## src/rtl/netlist_vector_sequencer_if.sv

```systemverilog
// ----------------------------------------------------------------------------
// netlist_vector_sequencer_if
// Run-control and netlist-facing signal bundle for the vector sequencer.
// Revision: 1.0
// ----------------------------------------------------------------------------
`default_nettype none

interface netlist_vector_sequencer_if #(
    parameter int VEC_W = 42,
    parameter int CNT_W = 16
);
    logic             start;
    logic             abort;
    logic [CNT_W-1:0] num_vec;
    logic [VEC_W-1:0] seed;
    logic [VEC_W-1:0] dut_in;
    logic             dut_out;
    logic             busy;
    logic             done;
    logic [CNT_W-1:0] vec_cnt;
    logic [CNT_W-1:0] ones_cnt;
    logic [15:0]      signature;

    // master = run control plus the netlist under test; slave = the sequencer
    modport master (
        output start, abort, num_vec, seed, dut_out,
        input  dut_in, busy, done, vec_cnt, ones_cnt, signature
    );

    modport slave (
        input  start, abort, num_vec, seed, dut_out,
        output dut_in, busy, done, vec_cnt, ones_cnt, signature
    );
endinterface

`default_nettype wire

```

## src/rtl/netlist_vector_sequencer.sv

```systemverilog
// ----------------------------------------------------------------------------
// netlist_vector_sequencer
// LFSR vector source for a 42-in/1-out netlist with settle timing, MISR and ones count.
// Revision: 1.0
// ----------------------------------------------------------------------------
`default_nettype none

module netlist_vector_sequencer #(
    parameter int VEC_W      = 42,
    parameter int SETTLE_CYC = 2,
    parameter int CNT_W      = 16
) (
    input  wire logic                 clk,
    input  wire logic                 rst_n,
    netlist_vector_sequencer_if.slave bus
);
    localparam int              SC_W        = (SETTLE_CYC < 2) ? 1 : $clog2(SETTLE_CYC + 1);
    localparam logic [SC_W-1:0] SETTLE_INIT = SC_W'(SETTLE_CYC);
    localparam logic [15:0]     MISR_POLY   = 16'h1021;

    typedef enum logic [1:0] {
        ST_IDLE   = 2'd0,
        ST_SETTLE = 2'd1,
        ST_SAMPLE = 2'd2,
        ST_DONE   = 2'd3
    } state_e;

    state_e           state_q,    state_d;
    logic [VEC_W-1:0] lfsr_q,     lfsr_d;
    logic [VEC_W-1:0] dut_in_q,   dut_in_d;
    logic [CNT_W-1:0] num_vec_q,  num_vec_d;
    logic [CNT_W-1:0] vec_cnt_q,  vec_cnt_d;
    logic [CNT_W-1:0] ones_cnt_q, ones_cnt_d;
    logic [15:0]      sig_q,      sig_d;
    logic [SC_W-1:0]  settle_q,   settle_d;
    logic             done_q,     done_d;

    logic [VEC_W-1:0] seed_eff;
    logic [VEC_W-1:0] lfsr_next;
    logic [CNT_W-1:0] vec_cnt_inc;
    logic [15:0]      sig_next;

    // Fibonacci taps 42,41,20,19 give a maximal-length sequence
    assign lfsr_next   = {lfsr_q[VEC_W-2:0],
                          lfsr_q[VEC_W-1] ^ lfsr_q[VEC_W-2] ^ lfsr_q[19] ^ lfsr_q[18]};
    assign seed_eff    = (bus.seed == '0) ? VEC_W'(1) : bus.seed;
    assign vec_cnt_inc = vec_cnt_q + CNT_W'(1);
    assign sig_next    = {sig_q[14:0], 1'b0} ^ (sig_q[15] ? MISR_POLY : 16'h0000)
                       ^ {15'b0, bus.dut_out};

    always_ff @(posedge clk or negedge rst_n) begin
        if (!rst_n) begin
            state_q <= ST_IDLE;
        end else begin
            state_q <= state_d;
        end
    end

    always_ff @(posedge clk or negedge rst_n) begin
        if (!rst_n) begin
            lfsr_q     <= '0;
            dut_in_q   <= '0;
            num_vec_q  <= '0;
            vec_cnt_q  <= '0;
            ones_cnt_q <= '0;
            sig_q      <= '0;
            settle_q   <= '0;
            done_q     <= 1'b0;
        end else begin
            lfsr_q     <= lfsr_d;
            dut_in_q   <= dut_in_d;
            num_vec_q  <= num_vec_d;
            vec_cnt_q  <= vec_cnt_d;
            ones_cnt_q <= ones_cnt_d;
            sig_q      <= sig_d;
            settle_q   <= settle_d;
            done_q     <= done_d;
        end
    end

    always_comb begin
        state_d    = state_q;
        lfsr_d     = lfsr_q;
        dut_in_d   = dut_in_q;
        num_vec_d  = num_vec_q;
        vec_cnt_d  = vec_cnt_q;
        ones_cnt_d = ones_cnt_q;
        sig_d      = sig_q;
        settle_d   = settle_q;
        done_d     = 1'b0;

        if (state_q == ST_IDLE) begin
            // abort alongside start suppresses acceptance
            if (bus.start && !bus.abort) begin
                vec_cnt_d  = '0;
                ones_cnt_d = '0;
                sig_d      = '0;
                if (bus.num_vec != '0) begin
                    dut_in_d  = seed_eff;
                    lfsr_d    = seed_eff;
                    num_vec_d = bus.num_vec;
                    settle_d  = SETTLE_INIT;
                    state_d   = ST_SETTLE;
                end else begin
                    state_d = ST_DONE;
                end
            end
        end else if (bus.abort) begin
            state_d = ST_IDLE;
        end else begin
            case (state_q)
                ST_SETTLE: begin
                    settle_d = settle_q - SC_W'(1);
                    if (settle_q == SC_W'(1)) begin
                        state_d = ST_SAMPLE;
                    end
                end
                ST_SAMPLE: begin
                    sig_d     = sig_next;
                    vec_cnt_d = vec_cnt_inc;
                    if (bus.dut_out && (ones_cnt_q != '1)) begin
                        ones_cnt_d = ones_cnt_q + CNT_W'(1);
                    end
                    if (vec_cnt_inc == num_vec_q) begin
                        state_d = ST_DONE;
                    end else begin
                        lfsr_d   = lfsr_next;
                        dut_in_d = lfsr_next;
                        settle_d = SETTLE_INIT;
                        state_d  = ST_SETTLE;
                    end
                end
                ST_DONE: begin
                    done_d  = 1'b1;
                    state_d = ST_IDLE;
                end
                default: begin
                    state_d = ST_IDLE;
                end
            endcase
        end
    end

    assign bus.dut_in    = dut_in_q;
    assign bus.busy      = (state_q == ST_SETTLE) || (state_q == ST_SAMPLE);
    assign bus.done      = done_q;
    assign bus.vec_cnt   = vec_cnt_q;
    assign bus.ones_cnt  = ones_cnt_q;
    assign bus.signature = sig_q;
endmodule

`default_nettype wire

```

## src/flat_wrapper.sv

```systemverilog
// flat-port wrapper written by rule: the top's interface ports become plain ports
module netlist_vector_sequencer_flat 
#(
    parameter int VEC_W      = 42,
    parameter int SETTLE_CYC = 2,
    parameter int CNT_W      = 16
)
  (clk, rst_n, bus_start, bus_abort, bus_num_vec, bus_seed, bus_dut_out, bus_dut_in, bus_busy, bus_done, bus_vec_cnt, bus_ones_cnt, bus_signature);
  netlist_vector_sequencer_if #(.VEC_W(VEC_W), .CNT_W(CNT_W)) bus_i ();
  input  wire logic clk;
  input  wire logic rst_n;
  input wire logic [$bits(bus_i.start)-1:0] bus_start;
  input wire logic [$bits(bus_i.abort)-1:0] bus_abort;
  input wire logic [$bits(bus_i.num_vec)-1:0] bus_num_vec;
  input wire logic [$bits(bus_i.seed)-1:0] bus_seed;
  input wire logic [$bits(bus_i.dut_out)-1:0] bus_dut_out;
  output wire logic [$bits(bus_i.dut_in)-1:0] bus_dut_in;
  output wire logic [$bits(bus_i.busy)-1:0] bus_busy;
  output wire logic [$bits(bus_i.done)-1:0] bus_done;
  output wire logic [$bits(bus_i.vec_cnt)-1:0] bus_vec_cnt;
  output wire logic [$bits(bus_i.ones_cnt)-1:0] bus_ones_cnt;
  output wire logic [$bits(bus_i.signature)-1:0] bus_signature;
  assign bus_i.start = bus_start;
  assign bus_i.abort = bus_abort;
  assign bus_i.num_vec = bus_num_vec;
  assign bus_i.seed = bus_seed;
  assign bus_i.dut_out = bus_dut_out;
  assign bus_dut_in = bus_i.dut_in;
  assign bus_busy = bus_i.busy;
  assign bus_done = bus_i.done;
  assign bus_vec_cnt = bus_i.vec_cnt;
  assign bus_ones_cnt = bus_i.ones_cnt;
  assign bus_signature = bus_i.signature;
  netlist_vector_sequencer #(.VEC_W(VEC_W), .SETTLE_CYC(SETTLE_CYC), .CNT_W(CNT_W)) u_core (.clk(clk), .rst_n(rst_n), .bus(bus_i));
endmodule
```

## config.mk

```make
export PLATFORM = sky130hd
export DESIGN_NAME = netlist_vector_sequencer_flat
export DESIGN_NICKNAME = d
export VERILOG_FILES = /design/src/rtl/netlist_vector_sequencer_if.sv /design/src/rtl/netlist_vector_sequencer.sv /design/src/flat_wrapper.sv
export SDC_FILE = /design/constraint.sdc
export NUM_CORES = 1
export LEC_CHECK = 0
export CAP_MARGIN = 10
export CORE_MARGIN = 5
export CORE_UTILIZATION = 36
export CTS_CLUSTER_DIAMETER = 80
export DETAILED_ROUTE_END_ITERATION = 10
export GPL_TIMING_DRIVEN = 0
export PLACE_DENSITY = 0.61
export SYNTH_ARGS = -nofsm -noshare
export SYNTH_HDL_FRONTEND = slang
export SYNTH_SLANG_ARGS = --single-unit
export TNS_END_PERCENT = 20
```

## constraint.sdc

```tcl
create_clock -name clk -period 2.7 [get_ports clk]
set_clock_uncertainty 0.2 [all_clocks]
set_input_delay 0.54 -clock clk [delete_from_list [all_inputs] [get_ports clk]]
set_output_delay 0.54 -clock clk [all_outputs]
set_load 0.03 [all_outputs]
```

======== After elaboration in Yosys (flattened, before gate mapping) ========
Index checks and enable logic that the tools add are counted.
word-level totals
  flip-flop bits (word level) ............. 111
  input bits .............................. 63
  output and inout bits ................... 92
  word-level logic and storage cells ...... 79
cells by class
  $add $sub $neg .......................... 3
  equal/unequal tests ..................... 12
  mux-type cells .......................... 35
  bitwise gates (word level) .............. 5
  reductions and logical operators ........ 16
operators by type and width
  kind                                                   number
  2-to-1 mux 42 bit                                      7
  2-to-1 mux 16 bit                                      11
  zero test 42 bit                                       1
  adder 16 x 1 -> 16 bit, second input constant          2
  2-to-1 mux 2 bit                                       11
  == test 16 bit                                         1
  inequality test 16 bit, second input constant          1
  nonzero test 16 bit                                    1
  bitwise XOR 16 x 1 -> 16 bit                           1
  bitwise XOR 16 bit                                     1
  2-to-1 mux 13 bit                                      1
  AND reduction 5 bit                                    2
  case mux 2 bit (2 select lines)                        2
  AND reduction 3 bit                                    2
  == test 2 x 1 -> 1 bit, second input constant          2
  == test 2 bit, second input constant                   2
  inequality test 2 x 1 -> 1 bit, second input constant  2
  inequality test 2 bit, second input constant           2
  inequality test 4 x 2 -> 1 bit, second input constant  1
  AND reduction 4 bit                                    1
  nonzero test 2 bit                                     2
  2-to-1 mux 1 bit                                       3
  inequality test 3 x 2 -> 1 bit, second input constant  1
  nonzero test 3 bit                                     1
  other kinds (7)                                        10

======== Depth between registers and ports, before layout ========
Gate-level depths: netlist (run 1).
  word-level depth ........................ 7
  mapped depth ............................ 10
  mapped depth without buffers ............ 8

======== Least setup slack after synthesis (run 1) ========
OpenSTA, ideal clock, no wires.
  path kind ............................... reg-to-reg
  start point ............................. register u_core.vec_cnt_q[0], in the netlist u_core.bus.vec_cnt[0]
  end point ............................... register u_core.dut_in_q[0], in the netlist u_core.bus.dut_in[0]
  setup time .............................. 0.118 ns
  data arrival time ....................... 2.747 ns
  required time ........................... 2.382 ns
  slack ................................... -0.365 ns
  cell stages (with the launch flop) ...... 10
  buffers on the path ..................... 2
  clock period less this slack ............ 3.065 ns
  path through ............................ dfrtp_1 -> ha_1 -> nand3_1 -> clkbuf_1 -> o21a_1 -> or4b_2 -> nand3_1 -> clkbuf_1 -> nand3_1 -> a21o_1
on the way
  word-level cells in the longest chain between the ends .. 4
RTL lines
  element                                   line                             source
  start: declaration                        netlist_vector_sequencer.sv:32   logic [CNT_W-1:0] vec_cnt_q, vec_cnt_d;
  start signal: assignment                  netlist_vector_sequencer.sv:73   vec_cnt_q <= vec_cnt_d;
  adder 16 x 1 -> 16 bit                    netlist_vector_sequencer.sv:47   assign vec_cnt_inc = vec_cnt_q + CNT_W'(1);
  == test 16 bit                            netlist_vector_sequencer.sv:124  if (vec_cnt_inc == num_vec_q) begin
  inequality test 2 x 1 -> 1 bit (no line)  --
  AND reduction 5 bit (no line)             --
  end signal: assignment                    netlist_vector_sequencer.sv:71   dut_in_q <= dut_in_d;
  end: declaration                          netlist_vector_sequencer.sv:30   logic [VEC_W-1:0] dut_in_q, dut_in_d;
Every way passes these cells.
A chain may end at the register's enable or synchronous reset.

======== Worst setup path in the final report (run 1) ========
  start point ............................. register u_core.vec_cnt_q[3], in the netlist u_core.bus.vec_cnt[3]
  end point ............................... register u_core.settle_q[0]
on the way
  word-level cells in the longest chain between the ends .. 4
RTL lines
  element                                   line                             source
  adder 16 x 1 -> 16 bit                    netlist_vector_sequencer.sv:47
  == test 16 bit                            netlist_vector_sequencer.sv:124
  inequality test 3 x 2 -> 1 bit (no line)  --
  AND reduction 5 bit (no line)             --
  end signal: assignment                    netlist_vector_sequencer.sv:76   settle_q <= settle_d;
  end: declaration                          netlist_vector_sequencer.sv:35   logic [SC_W-1:0] settle_q, settle_d;
Every way passes these cells.

==> results.yml, run 1 <==
timing:
  setup_ws_ns: -0.0320
  period_share_pct: 101
  slew_headroom_pct: 60.1
  worstMarginPinSlew_ns: 0.594
  period_needed_ns: 2.73
  final_max_slew_viol_count: 0
  rsz0062_at_grt: "yes"
  fin_setup_tns_ns: -0.0366
  max_freq_mhz: 366
  setup_violations: 2
  finalHoldViolations: 0
worst_setup_path:
  required_ns: 2.76
  worst-setup-path-type: "register to register"
  startpoint_type: "register"
  crit_chain: "buf_6, and4_1, buf_4, nand2_2, a2111o_1, a2111oi_4, buf_6, buf_12, nand4_1, a41o_1"
  cp.arrival_ns: 2.79
  crit_fanout: 8
  crit_top_cell: "buf_6"
  slowest_stage: "a2111o_1"
  max_stage_delay_ns: 0.40
  r2r_setup_slack_ns: -0.03
  cp-end-kind: "register"
cells_and_area:
  fillers: 1621
  finalNonFillerCells: 1129
  layout_commonest_cell: "clkdlybuf4s50_1"
  postLayoutCellArea_um2: 9420
  layout.nets: 966
  area_growth_pct: 45.8
  n_antenna_cell: 0
  final_cell_mix: "clkdlybuf4s50_1, nor2_1, dfrtp_1"
  drive_gt1_share_pct: 19.4
grt:
  grt_max_degree: 59
  grt-ovfl-total: 0
  grt_pass1_vias: 6348
  grt_util_all_layers_pct: 21.2
  grt_pass1_wl_um: 35000
  antenna_found_initial: 0
status:
  violations: "negative setup slack"
  outcome: "finished with violations"
detailed_routing:
  drc: 0
  wl_per_cell_um: 20.0
  num_vias: 6619
  viasPerCell: 5.86
  drt_iter0_drc: 442
  topRoutingLayerUsed: "met4"
  m1WireLength_um: 9960
  drtAntennaViolNets: 0
  wl_met3_um: 1440
  firstDrtPassIters: 5
  dr_wl_met2_um: 10800
  drt-total-wl_um: 22600
place:
  dpl-instance-area_um2: 8420
  numPortBuffers: 154
  pre_cts_ws_ns: -0.802
  post-place-cells: 1080
  place_hpwl_um: 15800
  gp_congestion: 0.864
clocking:
  cts_made_buffers: 9
  cts.sinks: 111
  cts.htree.levels: 3
  cts.clk_slew.worst_paths_ns: 0.08
  clock-root-buffer: "clkbuf_16"
  cts_buffer_depth: 2
  clk_latency_ns: 0.37
  tritoncts: "built"
die:
  dieHeight_um: 144
  die_w_um: 144
  io-pin-count: 155
  fp.dieArea_um2: 20700
  num_rows: 49
  core_area_um2: 17800
  start_util_pct: 36.2
synth:
  yosys_register_bits: 111
  yosys_most_used_dff: "dfrtp_1"
  synth_edf_count: 0
  synthTopCellsByArea: "dfrtp_1, a41o_1, nor2_1"
  synth_cell_types: 50
  synth_cells: 696
  netlist_area_um2: 6460
  ys_warn_count: 0
  synth_nets: 767
  avgSynthCellArea_um2: 9.28
  synth_top_area_share_pct: 43.0
  synth_top_cell_by_area: "dfrtp_1"
  async_flop_share_pct: 100
  ys_seq_area_share_pct: 43.0
pwr:
  p_comb_share_pct: 52.4
  seqPwrFrac_pct: 31.7
  fin_total_pwr_mw: 8.69
  clkPwrFrac_pct: 15.9
  vdd_drop_max_uv: 545
  internal-power_mw: 4.84
  p_switching_mw: 3.85
  p_leak_nw: 3.86
  powerDensity_nw_per_um2: 922
  p_sw_share_pct: 44.3
min_path:
  worstHoldPathType: "register to register"
flow_run:
  drv_cap: 0
==> stage by stage <==
step / util (%) / hold slack, ns
2_1_floorplan: - / 0.0444
3_3_place_gp: 47.1 / 0.303
3_5_place_dp: 47.2 / 0.306
4_1_cts: 50.7 / 0.316
5_1_grt: 52.8 / 0.360
6_report: 52.8 / 0.330
==> critical path, delay by kind of cell, from the launching register on <==
family	cells	cell delay, ns
AOI/OAI and AO/OA	3	0.97
buffers and inverters	4	0.64
and+or+nand+nor	3	0.41
DFF	1	0.39
==> power groups by stage <==
stage          combinational, mW  sequential (mW)  clock, mW
4_1_cts                     4.37             2.73       1.40
3_5_place_dp                4.15             2.76          0
5_1_grt                     4.89             2.83       1.47
2_1_floorplan               2.03             3.30          0
6_report                    4.55             2.76       1.38
3_3_place_gp                4.14             2.77          0
==> cell type report <==
class / count / area [um^2] / share of cell area [%]
flip-flops and latches: 111 / 2800 / 29.7
well taps: 229 / 287 / 3.04
repair buffers: 190 / 1920 / 20.3
clock buffers: 9 / 225 / 2.39
plain buffers: 66 / 475 / 5.05
clock inverters: 7 / 68.8 / 0.731
inverters: 13 / 48.8 / 0.518
multi-input cells: 504 / 3600 / 38.2
==> synth_stat cells, types with 3 or more instances <==
master    instances
a211oi_1          5
a21oi_1          14
a22o_1           15
a311oi_1         41
a31oi_1           4
a41o_1           45
and3_1            3
and4_1            3
buf_2            20
clkbuf_1         45
dfrtp_1         111
ha_1              8
inv_1            13
mux2_2           15
nand2_1          26
nand2b_1          3
nand3_1          16
nand4_1          13
nor2_1          113
nor2b_1           3
nor3_1           12
nor4_1           19
o21ai_0          28
o22ai_1          43
o31a_1            3
o31ai_1           7
or3_1             3
xnor2_1          33
xor2_1            4
==> state kept, by name, summed over array words and instances (netlist names) <==
| signal | cells |
|---|---|
| u_core.settle_q | 2 |
| u_core.num_vec_q | 16 |
| u_core.state_q | 2 |
| u_core.bus.vec_cnt | 16 |
| u_core.bus.signature | 16 |
| u_core.bus.ones_cnt | 16 |
| u_core.bus.dut_in | 42 |
| u_core.bus.done | 1 |
==> cells by family (layout without fill, tap and decap cells) <==
| kind of cell | Yosys count | count (layout) | share of synthesized area [%] |
|---|---|---|---|
| fa+ha+maj | 8 | 8 | 1.55 |
| compound gates | 220 | 220 | 26.4 |
| flops | 111 | 111 | 43.0 |
| xor+xnor | 37 | 37 | 5.02 |
| buf+inv | 81 | 285 | 5.15 |
| mux | 16 | 16 | 2.77 |
| simple gates | 223 | 223 | 16.1 |
==> per-layer routing <==
metal,vias up,track usage (%)
met5,-,0
met4,0,5.85
met3,23,4.23
met2,249,34.0
met1,3271,29.5
li1,3076,-
==> worst paths after layout <==
path	from	endpoint	cells past startpoint
worst max-delay path	u_core.bus.vec_cnt[3]	u_core.settle_q[0]	10
worst min-delay path	u_core.num_vec_q[9]	u_core.num_vec_q[9]	1
worst max register to register	u_core.bus.vec_cnt[3]	u_core.settle_q[0]	10
worst min register to register	u_core.num_vec_q[9]	u_core.num_vec_q[9]	1
max in group asynchronous	rst_n	u_core.bus.vec_cnt[6]	3
min in group asynchronous	rst_n	u_core.num_vec_q[10]	2
==> repair_timing <==
item                                    4_1_cts  5_1_grt
hold buffers                                  1        0
setup buffers                                13       17
gates cloned                                  0        4
pin swaps                                     6       32
hold endpoints to repair                     57        0
gates resized for setup                      71       56
endpoints found under the setup margin      109       93
(Power assumes the default switching activity.)
==> inputs of run 2 (changes only) <==
- TNS_END_PERCENT: 20 -> 50
==> results.yml, run 2 (synthesis results as in run 1) <==
die:
  num_rows: 49
  die_w_um: 144
  io-pin-count: 155
  fp.dieArea_um2: 20700
  start_util_pct: 36.2
  core_area_um2: 17800
  dieHeight_um: 144
detailed_routing:
  viasPerCell: 5.83
  num_vias: 6586
  drt_iter0_drc: 479
  firstDrtPassIters: 5
  wl_per_cell_um: 19.8
  drtAntennaViolNets: 0
  drt-total-wl_um: 22400
  drc: 0
clocking:
  cts.clk_slew.worst_paths_ns: 0.08
  cts.sinks: 111
  cts_buffer_depth: 2
  clock-root-buffer: "clkbuf_16"
  cts.htree.levels: 3
  clk_latency_ns: 0.37
  tritoncts: "built"
  cts_made_buffers: 9
pwr:
  p_sw_share_pct: 44.2
  p_leak_nw: 3.85
  vdd_drop_max_uv: 543
  fin_total_pwr_mw: 8.65
  p_comb_share_pct: 52.4
  p_switching_mw: 3.83
  powerDensity_nw_per_um2: 924
  internal-power_mw: 4.83
  seqPwrFrac_pct: 31.8
  clkPwrFrac_pct: 15.9
worst_setup_path:
  cp.arrival_ns: 2.76
  slowest_stage: "dfrtp_2"
  max_stage_delay_ns: 0.43
  r2r_cells: 8
  required_ns: 2.76
  crit_chain: "xnor2_2, or3_1, a2111o_1, a2111oi_4, buf_6, buf_8, nand4_1, a41o_1"
  timing.rr.start: "u_core.bus.vec_cnt[13]"
  path_buf_inv: 2
  startpoint_type: "register"
  r2r_end: "u_core.settle_q[0]"
  crit_fanout: 7
  r2r_setup_slack_ns: 0.0007
  cp_top_family: "compound AO/OA/AOI/OAI gates"
  worst-setup-path-type: "register to register"
  cp-end-kind: "register"
place:
  gp_congestion: 0.864
  post-place-cells: 1080
  numPortBuffers: 154
  place_hpwl_um: 15800
  pre_cts_ws_ns: -0.802
timing:
  slew_headroom_pct: 60.9
  period_needed_ns: 2.70
  setup_ws_ns: 0.000735
  period_share_pct: 100
  setup_violations: 0
  finalHoldViolations: 0
  max_freq_mhz: 370
  rsz0062_at_grt: "yes"
  worstMarginPinSlew_ns: 0.581
  final_max_slew_viol_count: 0
  fin_setup_tns_ns: 0
cells_and_area:
  layout_commonest_cell: "clkdlybuf4s50_1"
  fillers: 1630
  largest_reg_flops: 42
  finalNonFillerCells: 1130
  area_growth_pct: 44.9
  drive_gt1_share_pct: 19.2
  multi_input_area_um2: 3590
  final_cell_mix: "clkdlybuf4s50_1, nor2_1, dfrtp_1"
  layout.nets: 967
  seq_area_um2: 2800
  n_antenna_cell: 0
min_path:
  worstHoldPathType: "register to register"
  hp-start: "u_core.num_vec_q[0]"
  hold-path-endpoint: "u_core.num_vec_q[0]"
  hold_path_depth: 1
grt:
  grt_util_all_layers_pct: 21.3
  grt_pass1_vias: 6379
  grt_pass1_wl_um: 35100
  antenna_found_initial: 0
  grt-ovfl-total: 0
  grt_max_degree: 59
flow_run:
  drv_cap: 0
status:
  outcome: "finished, final reports clean"
run 2: changes by cell type in the layout (fill, tap and decap cells not counted), sizes merged:
cell,delta
buf,+9
clkbuf,-8
clkdlybuf4s50,+1
dlymetal6s2s,-1
run 2: worst max path at each step:
stage | startpoint | endpoint | slack, ns | cells after the start
floorplan | u_core.bus.ones_cnt[7] | u_core.bus.ones_cnt[8] | -0.03 | 8
global placement | rst_n | u_core.bus.vec_cnt[4] | -4.18 | 1
detailed placement | bus_num_vec[0] | u_core.state_q[1] | -0.80 | 8
CTS | u_core.bus.vec_cnt[9] | u_core.settle_q[0] | 0.003 | 9
global route | u_core.bus.vec_cnt[7] | u_core.settle_q[0] | -0.12 | 10
finish | u_core.bus.vec_cnt[13] | u_core.settle_q[0] | 0.0007 | 8
run 2: layout make-up:
type / instances / area share [%]
Buffer: 65 / 5.05
Clock buffer: 9 / 2.41
Clock inverter: 7 / 0.735
Inverter: 13 / 0.521
Multi-Input combinational cell: 504 / 38.3
Sequential cell: 111 / 29.9
Tap cell: 229 / 3.06
Timing Repair Buffer: 192 / 20.0
run 2: repair_timing:
item,4_1_cts,5_1_grt
gates resized for setup,69,64
endpoints found under the setup margin,109,79
hold buffers,1,0
buffers inserted,20,15
pin swaps,7,26
hold endpoints to repair,57,0
cloned,1,0
run 2: metal layers:
metal,global-route usage (%),vias up,routed length (um),part of all wire (%)
met1,29.6,3215,9850,44
met2,34.0,275,10600,47
li1,-,3069,-,-
met3,4.23,27,1540,6.9
met5,0,-,0,0
met4,6.05,0,391,1.7
run 2: power by group through the flow:
stage	sequential [mW]	combinational [mW]	clock (mW)
detailed placement	2.76	4.15	0
floorplan	3.30	2.03	0
global route	2.82	4.88	1.47
global placement	2.77	4.14	0
finish	2.75	4.53	1.37
CTS	2.73	4.39	1.40
run 2: through the flow:
stage                     utilization [%]  instance area (um^2)  hold WS (ns)
after CTS                            51.1                  9120         0.332
final                                52.5                  9360         0.327
after global routing                 52.5                  9360         0.360
after global placement               47.1                  8400         0.303
after detailed placement             47.2                  8420         0.306
after floorplan                         -                  6570        0.0444
